<file path="config.mk">
export PLATFORM = sky130hd
export DESIGN_NAME = spi_multibyte_writer_flat
export DESIGN_NICKNAME = d
export VERILOG_FILES = /design/src/rtl/spi_multibyte_writer_if.sv /design/src/rtl/spi_multibyte_writer.sv /design/src/flat_wrapper.sv
export SDC_FILE = /design/constraint.sdc
export NUM_CORES = 1
export LEC_CHECK = 0
export CAP_MARGIN = 30
export CORE_AREA = 3 3 52 63
export CTS_CLUSTER_SIZE = 40
export DETAILED_ROUTE_END_ITERATION = 8
export DIE_AREA = 0 0 55 66
export PLACE_DENSITY_LB_ADDON = 0.25
export SLEW_MARGIN = 25
export SYNTH_ARGS = -nofsm -noshare
export SYNTH_HDL_FRONTEND = slang
export SYNTH_SLANG_ARGS = --single-unit
</file>
<file path="constraint.sdc">
create_clock -name clk -period 2.1 [get_ports clk]
set_clock_uncertainty 0.1 [all_clocks]
set_input_delay 0.42 -clock clk [delete_from_list [all_inputs] [get_ports clk]]
set_output_delay 0.42 -clock clk [all_outputs]
set_load 0.03 [all_outputs]
</file>
<file path="src/rtl/spi_multibyte_writer_if.sv">
// Byte-stream handshake bundle between a word source, spi_multibyte_writer and the SPI byte core.
// BYTE_COUNT must match the writer instance it is connected to.
interface spi_multibyte_writer_if #(
   parameter int unsigned BYTE_COUNT = 2
);
   logic [BYTE_COUNT*8-1:0] bytes_in;
   logic                    start;
   logic                    cancel;
   logic                    ready;
   logic                    spi_byte_sent;
   logic [7:0]              spi_byte_out;
   logic                    spi_byte_valid;
   logic                    busy;
   logic                    done;

   modport master (
      output bytes_in, start, cancel, spi_byte_sent,
      input  ready, spi_byte_out, spi_byte_valid, busy, done
   );

   modport slave (
      input  bytes_in, start, cancel, spi_byte_sent,
      output ready, spi_byte_out, spi_byte_valid, busy, done
   );
endinterface

</file>
<file path="src/rtl/spi_multibyte_writer.sv">
// Splits a BYTE_COUNT-byte word into bytes for the SPI transmit core, MSB first by default.
// Define SPI_MULTIBYTE_WRITER_LSB_FIRST_EN to send the least significant byte first.
module spi_multibyte_writer #(
   parameter int unsigned BYTE_COUNT = 2,
   parameter logic [7:0]  IDLE_BYTE  = 8'h00
) (
   input logic                   clk,
   input logic                   reset,
   spi_multibyte_writer_if.slave bus
);
   localparam int unsigned W        = BYTE_COUNT * 8;
   localparam logic [7:0]  LAST_IDX = 8'(BYTE_COUNT - 1);

   typedef enum logic {IDLE, SEND} state_e;

   state_e       state_q, state_d;
   logic [7:0]   byte_index_q, byte_index_d;
   logic [W-1:0] shreg_q, shreg_d;
   logic [W-1:0] shreg_adv;
   logic [7:0]   out_q, out_d;
   logic         done_q, done_d;
   logic         last_sent;
   logic         accept;

`ifdef SPI_MULTIBYTE_WRITER_LSB_FIRST_EN
   function automatic logic [7:0] head(input logic [W-1:0] v);
      return v[7:0];
   endfunction
   assign shreg_adv = shreg_q >> 8;
`else
   function automatic logic [7:0] head(input logic [W-1:0] v);
      return v[W-1 -: 8];
   endfunction
   assign shreg_adv = shreg_q << 8;
`endif

   // A start is also taken on the final byte's sent pulse so words stream without a gap.
   assign last_sent = (state_q == SEND) && (byte_index_q == LAST_IDX) && bus.spi_byte_sent;
   assign bus.ready = (state_q == IDLE) || (last_sent && !bus.cancel);
   assign accept    = bus.start && bus.ready && !bus.cancel;

   always_ff @(posedge clk or posedge reset) begin
      if (reset) begin
         state_q      <= IDLE;
         byte_index_q <= '0;
         shreg_q      <= '0;
         out_q        <= IDLE_BYTE;
         done_q       <= 1'b0;
      end else begin
         state_q      <= state_d;
         byte_index_q <= byte_index_d;
         shreg_q      <= shreg_d;
         out_q        <= out_d;
         done_q       <= done_d;
      end
   end

   always_comb begin
      state_d      = state_q;
      byte_index_d = byte_index_q;
      shreg_d      = shreg_q;
      out_d        = out_q;
      done_d       = 1'b0;
      if (bus.cancel) begin
         state_d      = IDLE;
         byte_index_d = '0;
         shreg_d      = '0;
         out_d        = IDLE_BYTE;
      end else if (accept) begin
         state_d      = SEND;
         byte_index_d = '0;
         shreg_d      = bus.bytes_in;
         out_d        = head(bus.bytes_in);
         done_d       = last_sent;
      end else if (state_q == SEND && bus.spi_byte_sent) begin
         if (byte_index_q == LAST_IDX) begin
            state_d      = IDLE;
            byte_index_d = '0;
            out_d        = IDLE_BYTE;
            done_d       = 1'b1;
         end else begin
            byte_index_d = byte_index_q + 8'd1;
            shreg_d      = shreg_adv;
            out_d        = head(shreg_adv);
         end
      end
   end

   assign bus.spi_byte_out   = out_q;
   assign bus.spi_byte_valid = (state_q == SEND);
   assign bus.busy           = (state_q == SEND);
   assign bus.done           = done_q;
endmodule

</file>
<file path="src/flat_wrapper.sv">
// flat-port wrapper written by rule: the top's interface ports become plain ports
module spi_multibyte_writer_flat 
#(
   parameter int unsigned BYTE_COUNT = 2,
   parameter logic [7:0]  IDLE_BYTE  = 8'h00
)
  (clk, reset, bus_bytes_in, bus_start, bus_cancel, bus_spi_byte_sent, bus_ready, bus_spi_byte_out, bus_spi_byte_valid, bus_busy, bus_done);
  spi_multibyte_writer_if #(.BYTE_COUNT(BYTE_COUNT)) bus_i ();
  input logic clk;
  input logic reset;
  input wire logic [$bits(bus_i.bytes_in)-1:0] bus_bytes_in;
  input wire logic [$bits(bus_i.start)-1:0] bus_start;
  input wire logic [$bits(bus_i.cancel)-1:0] bus_cancel;
  input wire logic [$bits(bus_i.spi_byte_sent)-1:0] bus_spi_byte_sent;
  output wire logic [$bits(bus_i.ready)-1:0] bus_ready;
  output wire logic [$bits(bus_i.spi_byte_out)-1:0] bus_spi_byte_out;
  output wire logic [$bits(bus_i.spi_byte_valid)-1:0] bus_spi_byte_valid;
  output wire logic [$bits(bus_i.busy)-1:0] bus_busy;
  output wire logic [$bits(bus_i.done)-1:0] bus_done;
  assign bus_i.bytes_in = bus_bytes_in;
  assign bus_i.start = bus_start;
  assign bus_i.cancel = bus_cancel;
  assign bus_i.spi_byte_sent = bus_spi_byte_sent;
  assign bus_ready = bus_i.ready;
  assign bus_spi_byte_out = bus_i.spi_byte_out;
  assign bus_spi_byte_valid = bus_i.spi_byte_valid;
  assign bus_busy = bus_i.busy;
  assign bus_done = bus_i.done;
  spi_multibyte_writer #(.BYTE_COUNT(BYTE_COUNT), .IDLE_BYTE(IDLE_BYTE)) u_core (.clk(clk), .reset(reset), .bus(bus_i));
endmodule
</file>
==> impl_metrics.env, run 1 <==
export IMPL_synth_area_leaders="dfrtp_1, a221o_2, a22o_1"
export IMPL_syn_nets=130
export IMPL_hpwl_um=2110
export IMPL_final_common_cell="clkdlybuf4s50_1"
export IMPL_synth_seq_cells=26
export IMPL_startpoint_type="flip-flop"
export IMPL_final_cell_mix="clkdlybuf4s50_1, dfrtp_1, buf_4"
export IMPL_grt_ovfl_total=0
export IMPL_rr_startpoint="u_core.byte_index_q[0]"
export IMPL_min_period_over_period_pct=99.7
export IMPL_core_area_um2=2790
export IMPL_die_w_um=55
export IMPL_grt_use_total_pct=17.8
export IMPL_cts_buffer_depth=2
export IMPL_outcome="finished clean"
export IMPL_h_tree_depth=1
export IMPL_initial_core_util_pct=44.9
export IMPL_yosysTopAreaCell="dfrtp_1"
export IMPL_n_antenna_cell=0
export IMPL_die_area_um2=3630
export IMPL_setup_worst_path_class="reg -> out"
export IMPL_grt_pass1_wl_um=4750
export IMPL_clk_pin_slew_ps=140
export IMPL_rsz0062_at_grt="true"
export IMPL_max_slew_worst_pin_slew_ps=598
export IMPL_synth_edf_count=0
export IMPL_synth_main_ff_cell="dfrtp_1"
export IMPL_drive_above_1_share_pct=29.0
export IMPL_power_density_nw_per_um2=597
export IMPL_rr_worst_depth=8
export IMPL_ios=33
export IMPL_ctsHoldBuffers=0
export IMPL_fmax_ghz=0.478
export IMPL_busiest_layer="met2"
export IMPL_whs_ps=339
export IMPL_dp_cells=179
export IMPL_via_per_inst=5.62
export IMPL_cts_tree="yes"
export IMPL_fin_ws_ps=6.87
export IMPL_ys_types=37
export IMPL_ir_drop_uv=405
export IMPL_synthCells=107
export IMPL_final_cells=189
export IMPL_yosysWarnings=0
export IMPL_yosysTopAreaCellShare_pct=52.0
export IMPL_cts_made_buffers=3
export IMPL_synthToLayoutAreaGrowth_pct=44.7
export IMPL_hold_violations=0
export IMPL_endpoint_kind="primary output"
export IMPL_async_reset_ff_share_pct=100
export IMPL_vias=1062
export IMPL_min_period_ps=2090
export IMPL_ant_nets=0
export IMPL_use_met2_pct=31.4
export IMPL_setup_viol=0
export IMPL_drt_initial_drc_count=21
export IMPL_p_leak_nw=0.819
export IMPL_wirelength_um=2900
export IMPL_portBuffers=32
export IMPL_cts_root_buffer="clkbuf_4"
export IMPL_slew_violations=0
export IMPL_rr_endpoint="u_core.bus.spi_byte_out[1]"
export IMPL_post_place_ws_ps=-32.7
export IMPL_clock_sinks=26
export IMPL_clock_latency_ps=310
export IMPL_place_congestion=0.876
export IMPL_critPathArrivalTime_ps=1570
export IMPL_antenna_found_initial=0
export IMPL_chipHeight_um=66
export IMPL_nNetsFinal=179
export IMPL_wl_per_cell_um=15.3
export IMPL_synth_seq_area_share_pct=52.0
export IMPL_drcViolationCount=0
export IMPL_hp_class="in -> async"
export IMPL_cap_viol_max_count=0
export IMPL_r2r_slack_ps=7
export IMPL_grtUsageMet1_pct=21.7
export IMPL_met3_usage_pct=2.26
export IMPL_grt_pass1_vias=1094
export IMPL_num_rows=21
export IMPL_grt_max_degree=27
export IMPL_avgSynthCellArea_um2=11.7
export IMPL_worst_path_max_fanout=2
export IMPL_dr_pass1_iters=4
export IMPL_max_slew_margin_pct=59.9
export IMPL_required_ps=1580
export IMPL_syn_area_um2=1250
worst max-delay path by stage:
| stage | start | end | slack (ps) | cells past startpoint |
|---|---|---|---|---|
| floorplan | u_core.byte_index_q[1] | bus_ready | 130 | 6 |
| global placement | bus_cancel | u_core.bus.spi_byte_out[6] | 30 | 4 |
| detailed placement | bus_start | u_core.shreg_q[7] | -30 | 5 |
| CTS | u_core.byte_index_q[1] | bus_ready | -7 | 7 |
| global route | u_core.byte_index_q[1] | bus_ready | -90 | 7 |
| finish | u_core.byte_index_q[1] | bus_ready | 7 | 7 |
power by group:
group	internal, mW	switching, mW
combinational	0.110	0.102
clock	0.193	0.139
sequential	0.522	0.0142
through the flow:
stage	setup TNS, ps	power [mW]	area (µm²)	util, %
final	0	1.08	1810	65.0
after global routing	-284	1.13	1810	65.0
after CTS	-7.42	1.09	1780	64.1
after detailed placement	-196	0.750	1680	60.2
after global placement	0	0.745	1680	60.2
after floorplan	0	0.646	1250	-
timing repair:
item	in CTS	in global routing
pin swaps	1	0
setup endpoints to repair	4	6
buffers inserted	5	1
endpoints found under the hold margin	0	0
resized for setup	6	4
area by class of cell:
cell class              instances  area, µm²
well taps                      34       42.5
clock buffers                   3       22.5
clock inverters                 1       30.0
multi-input cells              74        592
repair buffers                 48        459
flip-flops and latches         26        653
inverters                       3       11.3
fillers                       234        975
kinds of logic (layout without fill, tap and decap cells):
logic type      after synthesis  after routing  synth area share [%]
compound gates               29             29                  20.4
xor+xnor                      3              3                  2.10
fa+ha+maj                     2              2                  2.00
buf+inv                       7             55                  3.10
flops                        26             26                  52.0
mux                           1              1                 0.900
simple gates                 39             39                  19.5
sequential cells by signal, summed over array words and instances (netlist names):
register,flops
u_core.bus.busy,1
u_core.shreg_q,8
u_core.byte_index_q,8
u_core.bus.spi_byte_out,8
u_core.bus.done,1
synthesized netlist by cell type, drive strengths merged (2+ instances only):
cell type / n
inv: 3
nor2: 7
a22o: 8
and3: 2
nand2: 6
dfrtp: 26
a21oi: 3
or3: 3
xor2: 3
nor3b: 2
nor4: 2
o21ai: 5
nor3: 2
ha: 2
a221o: 8
nand3: 2
buf: 3
and2: 10
critical path, stage by stage, from the launching register on:
cell and delay (ps):
dfrtp_1 400, inv_1 60, ha_1 130, nor3b_4 190, and2_4 170, nand2_2 50, o21ai_2 120, buf_6 140
metal layers:
metal  vias to the layer above  part of all wire [%]  wire, µm
li1                        497                     -         -
met5                         -                     0         0
met4                         0                   1.2        35
met1                       535                    43      1250
met3                         4                   4.5       130
met2                        26                    51      1480
Note: power is estimated with default switching activity, not from simulation.
==> run 2: changes to the inputs <==
--- a/config.mk
+++ b/config.mk
@@ -5,11 +5,13 @@
 export SDC_FILE = /design/constraint.sdc
 export NUM_CORES = 1
 export LEC_CHECK = 0
+export ABC_CLOCK_PERIOD_IN_PS = 2100
 export CAP_MARGIN = 30
 export CORE_AREA = 3 3 52 63
 export CTS_CLUSTER_SIZE = 40
 export DETAILED_ROUTE_END_ITERATION = 8
 export DIE_AREA = 0 0 55 66
+export GPL_TIMING_DRIVEN = 0
 export PLACE_DENSITY_LB_ADDON = 0.25
 export SLEW_MARGIN = 25
 export SYNTH_ARGS = -nofsm -noshare
==> impl_metrics.env, run 2 (synthesis gave the netlist of run 1 again) <==
export IMPL_rr_startpoint="u_core.byte_index_q[0]"
export IMPL_rr_endpoint="u_core.bus.spi_byte_out[1]"
export IMPL_nNetsFinal=174
export IMPL_grt_ovfl_total=0
export IMPL_chipHeight_um=66
export IMPL_synthToLayoutAreaGrowth_pct=38.8
export IMPL_num_rows=21
export IMPL_via_per_inst=5.51
export IMPL_clockPowerShare_pct=25.1
export IMPL_outcome="complete, but fails checks"
export IMPL_ctsHoldBuffers=0
export IMPL_startpoint_type="flip-flop"
export IMPL_post_route_cell_area_um2=1740
export IMPL_clock_sinks=26
export IMPL_pwr_share_seq_pct=54.4
export IMPL_final_common_cell="clkdlybuf4s50_1"
export IMPL_die_area_um2=3630
export IMPL_r2r_slack_ps=110
export IMPL_rsz0062_at_grt="true"
export IMPL_n_antenna_cell=0
export IMPL_violations="setup timing"
export IMPL_ir_drop_uv=368
export IMPL_critPathArrivalTime_ps=1580
export IMPL_utilization_pct=62.4
export IMPL_portBuffers=32
export IMPL_setup_worst_path_class="reg -> out"
export IMPL_sw_frac_of_total_pct=26.0
export IMPL_hpwl_um=2060
export IMPL_ant_nets=0
export IMPL_place_congestion=0.824
export IMPL_core_area_um2=2790
export IMPL_place_area_um2=1630
export IMPL_antenna_found_initial=0
export IMPL_max_slew_worst_pin_slew_ps=626
export IMPL_endpoint_kind="primary output"
export IMPL_rr_worst_depth=7
export IMPL_fmax_ghz=0.475
export IMPL_ios=33
export IMPL_drcViolationCount=0
export IMPL_grt_pass1_wl_um=4640
export IMPL_worst_path_max_fanout=2
export IMPL_hp_class="in -> async"
export IMPL_dr_pass1_iters=4
export IMPL_drt_initial_drc_count=8
export IMPL_clock_latency_ps=310
export IMPL_min_period_ps=2100
export IMPL_drive_above_1_share_pct=27.3
export IMPL_wl_per_cell_um=15.2
export IMPL_p_sw_uw=257
export IMPL_intPower_uw=730
export IMPL_power_density_nw_per_um2=568
export IMPL_crit_start="u_core.byte_index_q[1]"
export IMPL_wirelength_um=2810
export IMPL_cap_viol_max_count=0
export IMPL_max_slew_margin_pct=57.8
export IMPL_cts_made_buffers=3
export IMPL_vias=1013
export IMPL_grt_pass1_vias=1052
export IMPL_min_period_over_period_pct=100
export IMPL_initial_core_util_pct=44.9
export IMPL_comb_power_share_pct=20.4
export IMPL_fin_ws_ps=-3.17
export IMPL_required_ps=1580
export IMPL_grt_use_total_pct=17.2
export IMPL_final_cell_mix="clkdlybuf4s50_1, dfrtp_1, a22o_1, a221o_2"
export IMPL_n_fill_cell=239
export IMPL_cts_tree="yes"
export IMPL_clk_pin_slew_ps=140
export IMPL_setup_viol=1
export IMPL_cts_root_buffer="clkbuf_4"
export IMPL_grt_max_degree=19
export IMPL_crit_path_end="bus_ready"
export IMPL_p_leak_nw=0.769
export IMPL_hold_violations=0
export IMPL_cts_buffer_depth=2
export IMPL_die_w_um=55
export IMPL_h_tree_depth=1
export IMPL_slew_violations=0
-- run 2: what timing repair did --
action,CTS,global route
pin swaps,2,0
gates resized for setup,14,3
endpoints found under the setup margin,13,3
setup buffers,4,2
-- run 2: power by group through the flow --
stage                     Sequential (mW)  Combinational [mW]  Clock, mW
after global placement              0.545               0.187          0
after global routing                0.540               0.217      0.273
after CTS                           0.537               0.201      0.257
after detailed placement            0.547               0.193          0
final                               0.537               0.202      0.248
after floorplan                     0.566              0.0800          0
-- run 2: stage by stage --
stage / setup TNS [ps] / instances / worst slack, ps / power (mW) / hold slack [ps]
2_1_floorplan: 0 / 107 / 130 / 0.646 / 360
3_3_place_gp: -2440 / 173 / -491 / 0.732 / 390
3_5_place_dp: -3100 / 174 / -510 / 0.740 / 396
4_1_cts: -57.4 / 182 / -57.4 / 0.995 / 257
5_1_grt: -114 / 184 / -114 / 1.03 / 268
6_report: -3.17 / 184 / -3.17 / 0.987 / 259
-- run 2: critical path, stage by stage (launching register included) --
cell and delay, ps:
dfrtp_1 400, inv_1 50, ha_1 130, nor3b_4 200, and2_4 170, nand2_1 60, o21ai_2 120, buf_6 140
-- run 2: worst min-delay path by stage --
stage                           start                    endpoint  slack, ps  cells past startpoint
CTS                             reset  u_core.bus.spi_byte_out[1]        260                      2
floorplan                       reset             u_core.bus.busy        360                      1
global route                    reset  u_core.bus.spi_byte_out[1]        270                      2
finish                          reset  u_core.bus.spi_byte_out[1]        260                      2
detailed placement  u_core.shreg_q[3]           u_core.shreg_q[3]        400                      1
global placement    u_core.shreg_q[7]           u_core.shreg_q[7]        390                      1
-- run 2: area by class of cell --
cell class                 instances  area (µm²)  area share (%)
buffer                             4        28.8            1.66
inverter                           3        11.3           0.648
sequential                        26         656            37.8
timing repair buffer              39         384            22.1
multi-input combinational         74         578            33.3
tap                               34        42.5            2.45
clock buffer                       4        36.3            2.09
-- run 2: layer usage --
layer	vias up	part of all wire, %	GRT usage (%)
met5	-	0	0
met4	0	1.0	5.17
met3	4	4.3	2.26
met2	22	51	28.7
met1	505	44	22.6
li1	482	-	-
==> run 3: changes to the inputs <==
--- a/config.mk
+++ b/config.mk
@@ -7,10 +7,12 @@
 export LEC_CHECK = 0
 export ABC_CLOCK_PERIOD_IN_PS = 2100
 export CAP_MARGIN = 30
-export CORE_AREA = 3 3 52 63
+export CELL_PAD_IN_SITES_DETAIL_PLACEMENT = 1
+export CELL_PAD_IN_SITES_GLOBAL_PLACEMENT = 1
+export CORE_AREA = 3 3 58 70
 export CTS_CLUSTER_SIZE = 40
 export DETAILED_ROUTE_END_ITERATION = 8
-export DIE_AREA = 0 0 55 66
+export DIE_AREA = 0 0 61 73
 export GPL_TIMING_DRIVEN = 0
 export PLACE_DENSITY_LB_ADDON = 0.25
 export SLEW_MARGIN = 25
==> impl_metrics.env, run 3 (synthesis gave the netlist of run 1 again) <==
export IMPL_place_congestion=0.778
export IMPL_grt_use_total_pct=17.0
export IMPL_clock_latency_ps=270
export IMPL_hp_class="in -> async"
export IMPL_cts_tree="yes"
export IMPL_via_per_inst=5.63
export IMPL_final_common_cell="clkdlybuf4s50_1"
export IMPL_h_tree_depth=1
export IMPL_slew_violations=0
export IMPL_grt_pass1_vias=1178
export IMPL_ant_nets=0
export IMPL_dp_cells=177
export IMPL_nNetsFinal=173
export IMPL_hpwl_um=2370
export IMPL_grt_ovfl_total=0
export IMPL_antenna_found_initial=0
export IMPL_clock_sinks=26
export IMPL_outcome="finished clean"
export IMPL_setup_viol=0
export IMPL_critPathArrivalTime_ps=1550
export IMPL_post_route_cell_area_um2=1760
export IMPL_clk_pin_slew_ps=100
export IMPL_final_cells=186
export IMPL_startpoint_type="flip-flop"
export IMPL_rsz0062_at_grt="true"
export IMPL_ir_drop_uv=509
export IMPL_n_antenna_cell=0
export IMPL_cts_made_buffers=3
export IMPL_initial_core_util_pct=36.5
export IMPL_ios=33
export IMPL_final_cell_mix="clkdlybuf4s50_1, dfrtp_1, a22o_1, a221o_2"
export IMPL_p_leak_nw=0.767
export IMPL_dr_pass1_iters=4
export IMPL_num_rows=23
export IMPL_min_period_ps=2070
export IMPL_min_period_over_period_pct=98.3
export IMPL_drive_above_1_share_pct=26.2
export IMPL_portBuffers=32
export IMPL_die_area_um2=4450
export IMPL_post_place_ws_ps=-509
export IMPL_endpoint_kind="primary output"
export IMPL_die_w_um=61
export IMPL_cts_buffer_depth=2
export IMPL_cts_root_buffer="clkbuf_8"
export IMPL_hold_violations=0
export IMPL_wl_per_cell_um=18.1
export IMPL_grt_pass1_wl_um=5690
export IMPL_drcViolationCount=0
export IMPL_fmax_ghz=0.484
export IMPL_max_slew_margin_pct=54.4
export IMPL_required_ps=1580
export IMPL_chipHeight_um=73
export IMPL_core_area_um2=3420
export IMPL_max_slew_worst_pin_slew_ps=684
export IMPL_synthToLayoutAreaGrowth_pct=41.0
export IMPL_wirelength_um=3360
export IMPL_worst_path_max_fanout=3
export IMPL_grt_max_degree=18
export IMPL_drt_initial_drc_count=35
export IMPL_place_area_um2=1640
export IMPL_fin_ws_ps=34.8
export IMPL_cap_viol_max_count=0
export IMPL_setup_worst_path_class="reg -> out"
export IMPL_ctsHoldBuffers=0
export IMPL_power_density_nw_per_um2=658
export IMPL_vias=1048
run 3: changes by cell type in the layout (fill, tap and decap cells not counted):
cell / change
clkbuf_4: -3
clkbuf_8: +2
buf_4: -1
bufinv_16: +1
clkdlybuf4s50_1: +1
dfrtp_1: +1
dfrtp_2: -1
dlymetal6s2s_1: -1
run 3: layout make-up:
class                   count  area [µm²]
multi-input cells          74         578
clock buffers               3        41.3
repair buffers             38         374
well taps                  37        46.3
fillers                   373        1660
clock inverters             1        30.0
inverters                   3        11.3
flip-flops and latches     26         654
plain buffers               4        28.8
run 3: worst paths after layout:
check | startpoint | to | slack, ps | cells after the start
max in group asynchronous | reset | u_core.bus.busy | 1090 | 3
min in group clk | u_core.shreg_q[7] | u_core.shreg_q[7] | 420 | 1
worst min-delay path | reset | u_core.bus.spi_byte_out[7] | 320 | 2
worst min register to register | u_core.shreg_q[7] | u_core.shreg_q[7] | 420 | 1
worst max register to register | u_core.byte_index_q[3] | u_core.shreg_q[4] | 90 | 5
worst max-delay path | u_core.byte_index_q[1] | bus_ready | 30 | 7
run 3: critical path, cell delays in order (launching register included):
cell and delay (ps):
dfrtp_1 380, inv_1 60, ha_1 130, nor3b_4 200, and2_4 170, nand2_1 60
o21ai_2 130, buf_6 140
run 3: where the power goes:
group | internal [mW] | switching [mW]
registers | 0.522 | 0.0143
logic | 0.102 | 0.104
clock network | 0.255 | 0.163
run 3: per-layer routing:
layer  vias to the layer above  share of wire [%]  wire length [µm]  track usage [%]
met5                         -                  0                 0                0
met4                         0                2.0                67             6.27
met3                        10                5.0               169             2.30
met2                        37                 54              1800             30.1
met1                       519                 39              1320             20.6
li1                        482                  -                 -                -
run 3: through the flow:
step                utilization (%)  hold slack [ps]  TNS, ps  total power, mW
floorplan                         -              360        0            0.646
global placement               47.4              390    -3330            0.735
detailed placement             47.8              397    -3950            0.744
CTS                            51.3              347    -9.81             1.16
global route                   51.5              366     -293             1.21
finish                         51.5              323        0             1.16
run 3: what timing repair did:
item / CTS / global route
endpoints found under the setup margin: 14 / 18
gates resized for setup: 13 / 1
pin swaps: 1 / 1
setup buffers: 4 / 1
